===== src/rtl/clk_div_prog.sv =====
// ---------------------------------------------------------------------------------------------
// clk_div_prog
//
// Programmable integer clock divider. Derives a slow clock (clk_o) and an optional one-cycle
// rising-edge strobe (tick_o) from clk_i. Both come straight from flops. Any divisor from 2 to
// 2^DivWidth-1 is supported, odd ones included. Start and stop are glitch-free, and the divisor
// is updated through a valid/ready handshake.
//
// Parameters
//   DivWidth    width of the divisor and period counter (2..32)
//   DefaultDiv  divisor loaded at reset (2 .. 2^DivWidth-1, checked at elaboration)
//
// Ports
//   clk_i        system clock
//   rst_ni       asynchronous active-low reset
//   en_i         run request (level)
//   div_i        requested divisor; values below 2 are stored as 2
//   div_valid_i  div_i is valid
//   div_ready_o  a new divisor can be accepted (no divisor pending)
//   clk_o        divided clock; high phase is ceil(div/2) cycles, low phase floor(div/2)
//   tick_o       one-cycle pulse coincident with each rising edge of clk_o
//   active_o     divider is running or draining its final period
//
// Build option
//   CLK_DIV_PROG_TICK_EN  when defined, tick_o is driven by a flop; otherwise it is tied to 0
//                         and no tick flop exists.
// ---------------------------------------------------------------------------------------------
module clk_div_prog #(
  parameter int unsigned DivWidth   = 16,
  parameter int unsigned DefaultDiv = 4
) (
  input  logic                clk_i,
  input  logic                rst_ni,
  input  logic                en_i,
  input  logic [DivWidth-1:0] div_i,
  input  logic                div_valid_i,
  output logic                div_ready_o,
  output logic                clk_o,
  output logic                tick_o,
  output logic                active_o
);

  // -------------------------------------------------------------------------------------------
  // Elaboration-time parameter checks
  // -------------------------------------------------------------------------------------------
  if ((DivWidth < 2) || (DivWidth > 32)) begin : g_bad_width
    $fatal(1, "clk_div_prog: DivWidth must be in 2..32");
  end
  if ((DefaultDiv < 2) || (longint'(DefaultDiv) >= (longint'(1) << DivWidth))) begin : g_bad_def
    $fatal(1, "clk_div_prog: DefaultDiv must be >= 2 and < 2^DivWidth");
  end

  localparam logic [DivWidth-1:0] One    = DivWidth'(1);
  localparam logic [DivWidth-1:0] Two    = DivWidth'(2);
  localparam logic [DivWidth-1:0] DefDiv = DivWidth'(DefaultDiv);

  localparam logic [1:0] StIdle  = 2'd0;
  localparam logic [1:0] StRun   = 2'd1;
  localparam logic [1:0] StDrain = 2'd2;

  // -------------------------------------------------------------------------------------------
  // State
  // -------------------------------------------------------------------------------------------
  logic [1:0]          state_q, state_d;
  logic [DivWidth-1:0] cnt_q, cnt_d;
  logic                clk_q, clk_d;
  logic [DivWidth-1:0] div_q;
  logic [DivWidth-1:0] pend_q;
  logic                pend_vld_q;

  // -------------------------------------------------------------------------------------------
  // Period arithmetic (all DivWidth bits; cnt_q + 1 cannot overflow since cnt_q < div_q)
  // -------------------------------------------------------------------------------------------
  logic [DivWidth-1:0] w_half;
  logic [DivWidth-1:0] w_high;
  logic [DivWidth-1:0] w_last;
  logic [DivWidth-1:0] w_cnt_inc;
  logic                w_wrap;
  logic                w_high_nxt;
  logic                w_accept;
  logic                w_apply;
  logic [DivWidth-1:0] w_div_clamp;

  assign w_half      = div_q >> 1;
  assign w_high      = div_q - w_half;        // ceil(div/2): odd divisors get the longer high
  assign w_last      = div_q - One;
  assign w_cnt_inc   = cnt_q + One;
  assign w_wrap      = (cnt_q == w_last);
  assign w_high_nxt  = (w_cnt_inc < w_high);

  assign w_accept    = div_valid_i & ~pend_vld_q;
  assign w_div_clamp = (div_i < Two) ? Two : div_i;

  // -------------------------------------------------------------------------------------------
  // Next-state logic
  // -------------------------------------------------------------------------------------------
  always_comb begin
    state_d = state_q;
    cnt_d   = cnt_q;
    clk_d   = clk_q;
    w_apply = 1'b0;

    unique case (state_q)
      StIdle: begin
        cnt_d   = '0;
        clk_d   = 1'b0;
        // A divisor pending while idle is taken on the very next edge.
        w_apply = pend_vld_q;
        if (en_i) begin
          state_d = StRun;
          clk_d   = 1'b1;
        end
      end

      StRun: begin
        if (w_wrap) begin
          cnt_d   = '0;
          w_apply = pend_vld_q;
          if (en_i) begin
            clk_d = 1'b1;
          end else begin
            // The low phase has just completed, so stopping here leaves no runt.
            clk_d   = 1'b0;
            state_d = StIdle;
          end
        end else begin
          cnt_d = w_cnt_inc;
          clk_d = w_high_nxt;
          if (!en_i) begin
            state_d = StDrain;
          end
        end
      end

      StDrain: begin
        if (w_wrap) begin
          cnt_d   = '0;
          clk_d   = 1'b0;
          w_apply = pend_vld_q;
          state_d = StIdle;
        end else begin
          cnt_d = w_cnt_inc;
          clk_d = w_high_nxt;
          // Returning to RUN does not disturb the period in progress.
          if (en_i) begin
            state_d = StRun;
          end
        end
      end

      default: begin
        state_d = StIdle;
        cnt_d   = '0;
        clk_d   = 1'b0;
      end
    endcase
  end

  // -------------------------------------------------------------------------------------------
  // Registers
  // -------------------------------------------------------------------------------------------
  always_ff @(posedge clk_i or negedge rst_ni) begin
    if (!rst_ni) begin
      state_q <= StIdle;
      cnt_q   <= '0;
      clk_q   <= 1'b0;
    end else begin
      state_q <= state_d;
      cnt_q   <= cnt_d;
      clk_q   <= clk_d;
    end
  end

  // Divisor handshake. Accept and apply can never coincide: accept needs pend_vld_q low and
  // apply needs it high. A divisor accepted on a wrap edge is therefore held for the next wrap.
  always_ff @(posedge clk_i or negedge rst_ni) begin
    if (!rst_ni) begin
      div_q      <= DefDiv;
      pend_q     <= '0;
      pend_vld_q <= 1'b0;
    end else begin
      if (w_accept) begin
        pend_q     <= w_div_clamp;
        pend_vld_q <= 1'b1;
      end else if (w_apply) begin
        div_q      <= pend_q;
        pend_vld_q <= 1'b0;
      end
    end
  end

`ifdef CLK_DIV_PROG_TICK_EN
  logic tick_q;
  logic w_tick_d;

  // clk_d only rises at the start of a period, so a rising edge marks each tick.
  assign w_tick_d = clk_d & ~clk_q;

  always_ff @(posedge clk_i or negedge rst_ni) begin
    if (!rst_ni) begin
      tick_q <= 1'b0;
    end else begin
      tick_q <= w_tick_d;
    end
  end

  assign tick_o = tick_q;
`else
  assign tick_o = 1'b0;
`endif

  // -------------------------------------------------------------------------------------------
  // Outputs
  // -------------------------------------------------------------------------------------------
  assign clk_o       = clk_q;
  assign active_o    = (state_q != StIdle);
  assign div_ready_o = ~pend_vld_q;

  // -------------------------------------------------------------------------------------------
  // Invariants
  // -------------------------------------------------------------------------------------------
  a_cnt_in_range: assert property (@(posedge clk_i) disable iff (!rst_ni) cnt_q < div_q);
  a_div_min:      assert property (@(posedge clk_i) disable iff (!rst_ni) div_q >= Two);
  a_idle_quiet:   assert property (@(posedge clk_i) disable iff (!rst_ni)
                                   (state_q == StIdle) |-> (!clk_q && (cnt_q == '0)));
  a_state_legal:  assert property (@(posedge clk_i) disable iff (!rst_ni) state_q != 2'd3);
  a_pend_stable:  assert property (@(posedge clk_i) disable iff (!rst_ni)
                                   pend_vld_q |=> (!pend_vld_q || $stable(pend_q)));
`ifdef CLK_DIV_PROG_TICK_EN
  a_tick_high:    assert property (@(posedge clk_i) disable iff (!rst_ni) tick_o |-> clk_o);
`endif

endmodule


===== config.mk =====
export PLATFORM = sky130hd
export DESIGN_NAME = clk_div_prog
export DESIGN_NICKNAME = d
export VERILOG_FILES = /design/src/rtl/clk_div_prog.sv
export SDC_FILE = /design/constraint.sdc
export NUM_CORES = 1
export LEC_CHECK = 0
export CORE_ASPECT_RATIO = 0.9
export CORE_MARGIN = 3
export CORE_UTILIZATION = 25
export DETAILED_ROUTE_END_ITERATION = 10
export PLACE_DENSITY = 0.39
export SYNTH_ARGS = -nofsm -noshare
export SYNTH_HDL_FRONTEND = slang
export SYNTH_SLANG_ARGS = --single-unit

===== constraint.sdc =====
create_clock -name clk_i -period 9 [get_ports clk_i]
set_clock_uncertainty 0.05 [all_clocks]
set_input_delay 0.9 -clock clk_i [delete_from_list [all_inputs] [get_ports clk_i]]
set_output_delay 0.9 -clock clk_i [all_outputs]
set_load 0.01 [all_outputs]

==> impl_summary.md <==
CTS
The later pin in the worst-skew pair is clocked with a latency of 0.29 ns. The clock tree from TritonCTS is yes. Counting the buffers created by CTS gives 5. The CTS sink count is 52. The H-tree depth is 2. The buffer depth of the longest clock path is 2.

After clock tree synthesis, the clock-pin slew on the worst setup and hold paths is 0.07 ns. The post-CTS setup buffer count is 0. CTS placed an instance of sky130_fd_sc_hd__clkbuf_16 at the clock tree root. In this run, post-CTS repair resized a total of 0 instances. The number of buffers inserted by hold repair at cts is 0.

Timing
The final-report max-slew violation count is 0. Setup violations remaining at the end of the flow were counted as 0. Of the available clock period, the critical path in the final layout requires 0.411. Measured against its own limit, the worst slew margin works out to 0.467. Setup repair after global routing left no endpoint under its margin. The final-layout setup total negative slack is 0 ns. The timing-limited maximum frequency is 270 MHz.

At the pin with the least slew margin, the transition time is 0.797 ns. The tightest hold path in the finished design has a slack of 0.441 ns. The final period demand of the worst path is 3.70 ns. The count of final hold-check violations was 0.

Place
In this run the tool buffered the top-level ports with 22 buffer cells. The estimated wirelength of the detail-placed design is 7930 um. The routability congestion estimate from global placement is 0.775.

Yosys
The number of nets handed over by synthesis was 496. The async set or reset register ratio after synthesis is 1.00. The average cell area after synthesis is 9.71 sq um. In this run, synthesis produced a sequential element count of 52. In this run, synthesis inferred 0 flip-flops with an integrated enable. The synthesized netlist cell count is 422.

The leading register cell type out of synthesis is sky130_fd_sc_hd__dfrtp_1. For this run, the register share of the synthesized area comes to 0.318. Yosys attributes the largest share of cell area to sky130_fd_sc_hd__dfrtp_1 (31%), sky130_fd_sc_hd__ha_1 (16%), sky130_fd_sc_hd__xnor2_1 (7.3%). Of all cell types, the one taking the most synthesized area is sky130_fd_sc_hd__dfrtp_1. The total number of yosys warnings is 0.

The mapped netlist covers 0.00410 sq mm. In this run, distinct cell masters in the synthesized netlist total 54. The share of synthesized area in the top cell type comes to 0.311.

Worst hold path
The worst hold path passes through 2 cells. The end point of the most critical hold path is pend_q[0]. The source of the worst hold timing path is pend_q[0]. The class of the tightest hold or removal check is reg -> reg.

Route
The detailed-routing iteration count for the pre-antenna-repair pass is 4. Wires add up to 9920 um. The violation count after the first detailed-route iteration is 143. The number of remaining DRC errors is 0. Dividing the detail-routed wire length by the instance count gives 15.3 um.

The remaining antenna violation count is 0. The via density per instance is 4.55. Summing over every cut layer, the via total after detailed routing is 2946.

Floorplan
The height of the die is 127 um. The core outline area is 0.0157 sq mm. The number of standard-cell rows in the floorplan is 43. The floorplan die area is 0.0180 sq mm. The total I/O pin count is 24. The die outline width is 141 um. The initial utilization of the core area, before any placement, comes to 0.261.

Setup path
The startpoint class of the critical path is a flip-flop. The path depth of the worst reg2reg path is 15. The endpoint identified for the worst register-to-register timing path is clk_o.

STA puts the critical path data arrival time at 3.81 ns. The worst register-to-register path begins at div_q[2]. The critical path in this run is classified as reg -> reg.

The flop-to-flop setup slack is 5.30 ns. The largest fanout on the critical path is 4. The required arrival time at the worst endpoint is 9.11 ns. The type of element capturing the critical path is a flip-flop.

Global routing
Entering global routing, the biggest net connects 53 pins. In the global route stage, overall resource usage came out at 0.115. For this run, global-route usage on met1 was measured as 0.179. For met3 alone, demand over resource in global routing was 0.0221.

The initial antenna violation count is 0. The remaining global-route overflow is 0. The fraction of met2 tracks used by global routing is 0.166. The first global-routing pass estimated 16300 um of wire.

The layer with the highest usage is met1. The number of global-route vias before repair is 3049.

Final layout
The area growth from synthesis to layout is 14.0%. The most common library cell in the layout ignoring fill and taps is sky130_fd_sc_hd__ha_1. The utilization after layout is 0.297. The area used by sequential logic in the layout is 0.00130 sq mm. The top cell types in the final layout, fill and taps aside, are sky130_fd_sc_hd__ha_1 (53), sky130_fd_sc_hd__dfrtp_1 (51), sky130_fd_sc_hd__inv_1 (40), sky130_fd_sc_hd__xnor2_1 (34), sky130_fd_sc_hd__nor2_1 (25).

The multi-input combinational cells in the finished layout cover a total of 0.00260 sq mm. The antenna diode instance count is 0. The filler cells instantiated in the layout total 1638. The fraction of layout instances using a drive strength above 1 is 0.0987. The total number of nets in the final design is 519.

Pwr
Of the total power, the share spent switching nets is 0.461. The power density normalized to cell area is 389 mW/mm^2. The internal power is 0.981 mW. The part of the power in combinational logic is 0.663. The switching power is 0.837 mW. The power share of the clock group is 0.107. The static power due to leakage is 2.12 nW.

The part of the total power dissipated in sequential elements is 0.229. Across the VDD grid, the largest voltage drop is 0.108 mV.

Run
The tool flagged a number of max-cap violations equal to 0.

Outcome
The flow ran to the end, and the final reports show no timing, DRC or antenna violations.
-- power by group through the flow --
| stage | clock, mW | sequential (mW) | combinational (mW) |
|---|---|---|---|
| 2_1_floorplan | 0 | 0.387 | 0.950 |
| 3_3_place_gp | 0 | 0.422 | 1.20 |
| 3_5_place_dp | 0 | 0.425 | 1.21 |
| 4_1_cts | 0.203 | 0.420 | 1.22 |
| 5_1_grt | 0.212 | 0.435 | 1.37 |
| 6_report | 0.195 | 0.417 | 1.21 |
-- per-stage QoR --
stage,cells,setup slack (ns),cell area [sq um],power (mW)
after floorplan,422,6.06,4100,1.34
after global placement,640,5.35,4530,1.63
final,648,5.30,4670,1.82
after detailed placement,640,5.31,4530,1.63
after CTS,648,5.28,4670,1.84
after global routing,648,5.10,4670,2.02
-- worst max-delay path by stage --
stage / from / endpoint / cells past startpoint
floorplan: div_q[0] / clk_o / 16
global placement: div_q[2] / clk_o / 15
detailed placement: div_q[2] / clk_o / 13
CTS: div_q[2] / clk_o / 15
global route: div_q[2] / clk_o / 15
finish: div_q[2] / clk_o / 15
-- layer usage --
layer  vias up  part of all wire
met3         4             0.031
met2        41              0.40
met4         0            0.0054
li1       1523                 -
met5         -                 0
met1      1378              0.56
-- cells in the mapped netlist (all sizes together), types with 2 or more instances --
cell,n
mux2i,2
nand3b,2
ha,53
nor4,7
nand2,22
o211ai,6
and4,2
nand3,16
nand4,7
nor3,8
nor2,25
a31oi,2
o21ai,9
and3,13
a211oi,4
a2111oi,2
or3,3
buf,3
a21oi,16
o311ai,2
o31ai,2
clkbuf,4
a21o,4
a221oi,2
inv,40
dfrtp,51
xor2,15
mux2,30
nor3b,2
xnor2,34
o21bai,4
nand2b,8
nor2b,7
-- worst max-delay path, stage by stage, from the launching register on --
cell and delay [ns]:
sky130_fd_sc_hd__dfstp_2 0.56, sky130_fd_sc_hd__inv_1 0.10, sky130_fd_sc_hd__ha_1 0.29, sky130_fd_sc_hd__o21bai_1 0.23, sky130_fd_sc_hd__nand3_1 0.15, sky130_fd_sc_hd__a31oi_1 0.28, sky130_fd_sc_hd__a211oi_1 0.17, sky130_fd_sc_hd__a31oi_1 0.36
sky130_fd_sc_hd__a21oi_1 0.17, sky130_fd_sc_hd__o311ai_0 0.49, sky130_fd_sc_hd__ha_1 0.25, sky130_fd_sc_hd__nor2_1 0.04, sky130_fd_sc_hd__o21ai_0 0.11, sky130_fd_sc_hd__a21oi_1 0.08, sky130_fd_sc_hd__o211ai_1 0.12, sky130_fd_sc_hd__nand3_1 0.11
-- cell families after synthesis --
group                      count (synthesis)  synth area share
adders and majority gates                 54             0.167
and+or+nand+nor                          124             0.158
muxes                                     32            0.0946
AOI/OAI and AO/OA                         63             0.110
other                                      1          0.000915
buffers and inverters                     47            0.0479
DFF                                       52             0.318
xor gates and xnor gates                  49             0.105
-- registers in the layout, summed over array words and instances (netlist names) --
register / cells
pend_q: 16
state_q: 2
cnt_q: 16
div_q: 16
clk_o: 1
pend_vld_q: 1
-- final cells by class --
| class | instances | area share |
|---|---|---|
| multi-input combinational | 323 | 0.556 |
| sequential | 52 | 0.279 |
| tap | 202 | 0.0541 |
| timing repair buffer | 23 | 0.0477 |
| inverter | 40 | 0.0321 |
| clock buffer | 6 | 0.0276 |
| clock inverter | 2 | 0.00348 |
(Power assumes the default switching activity.)
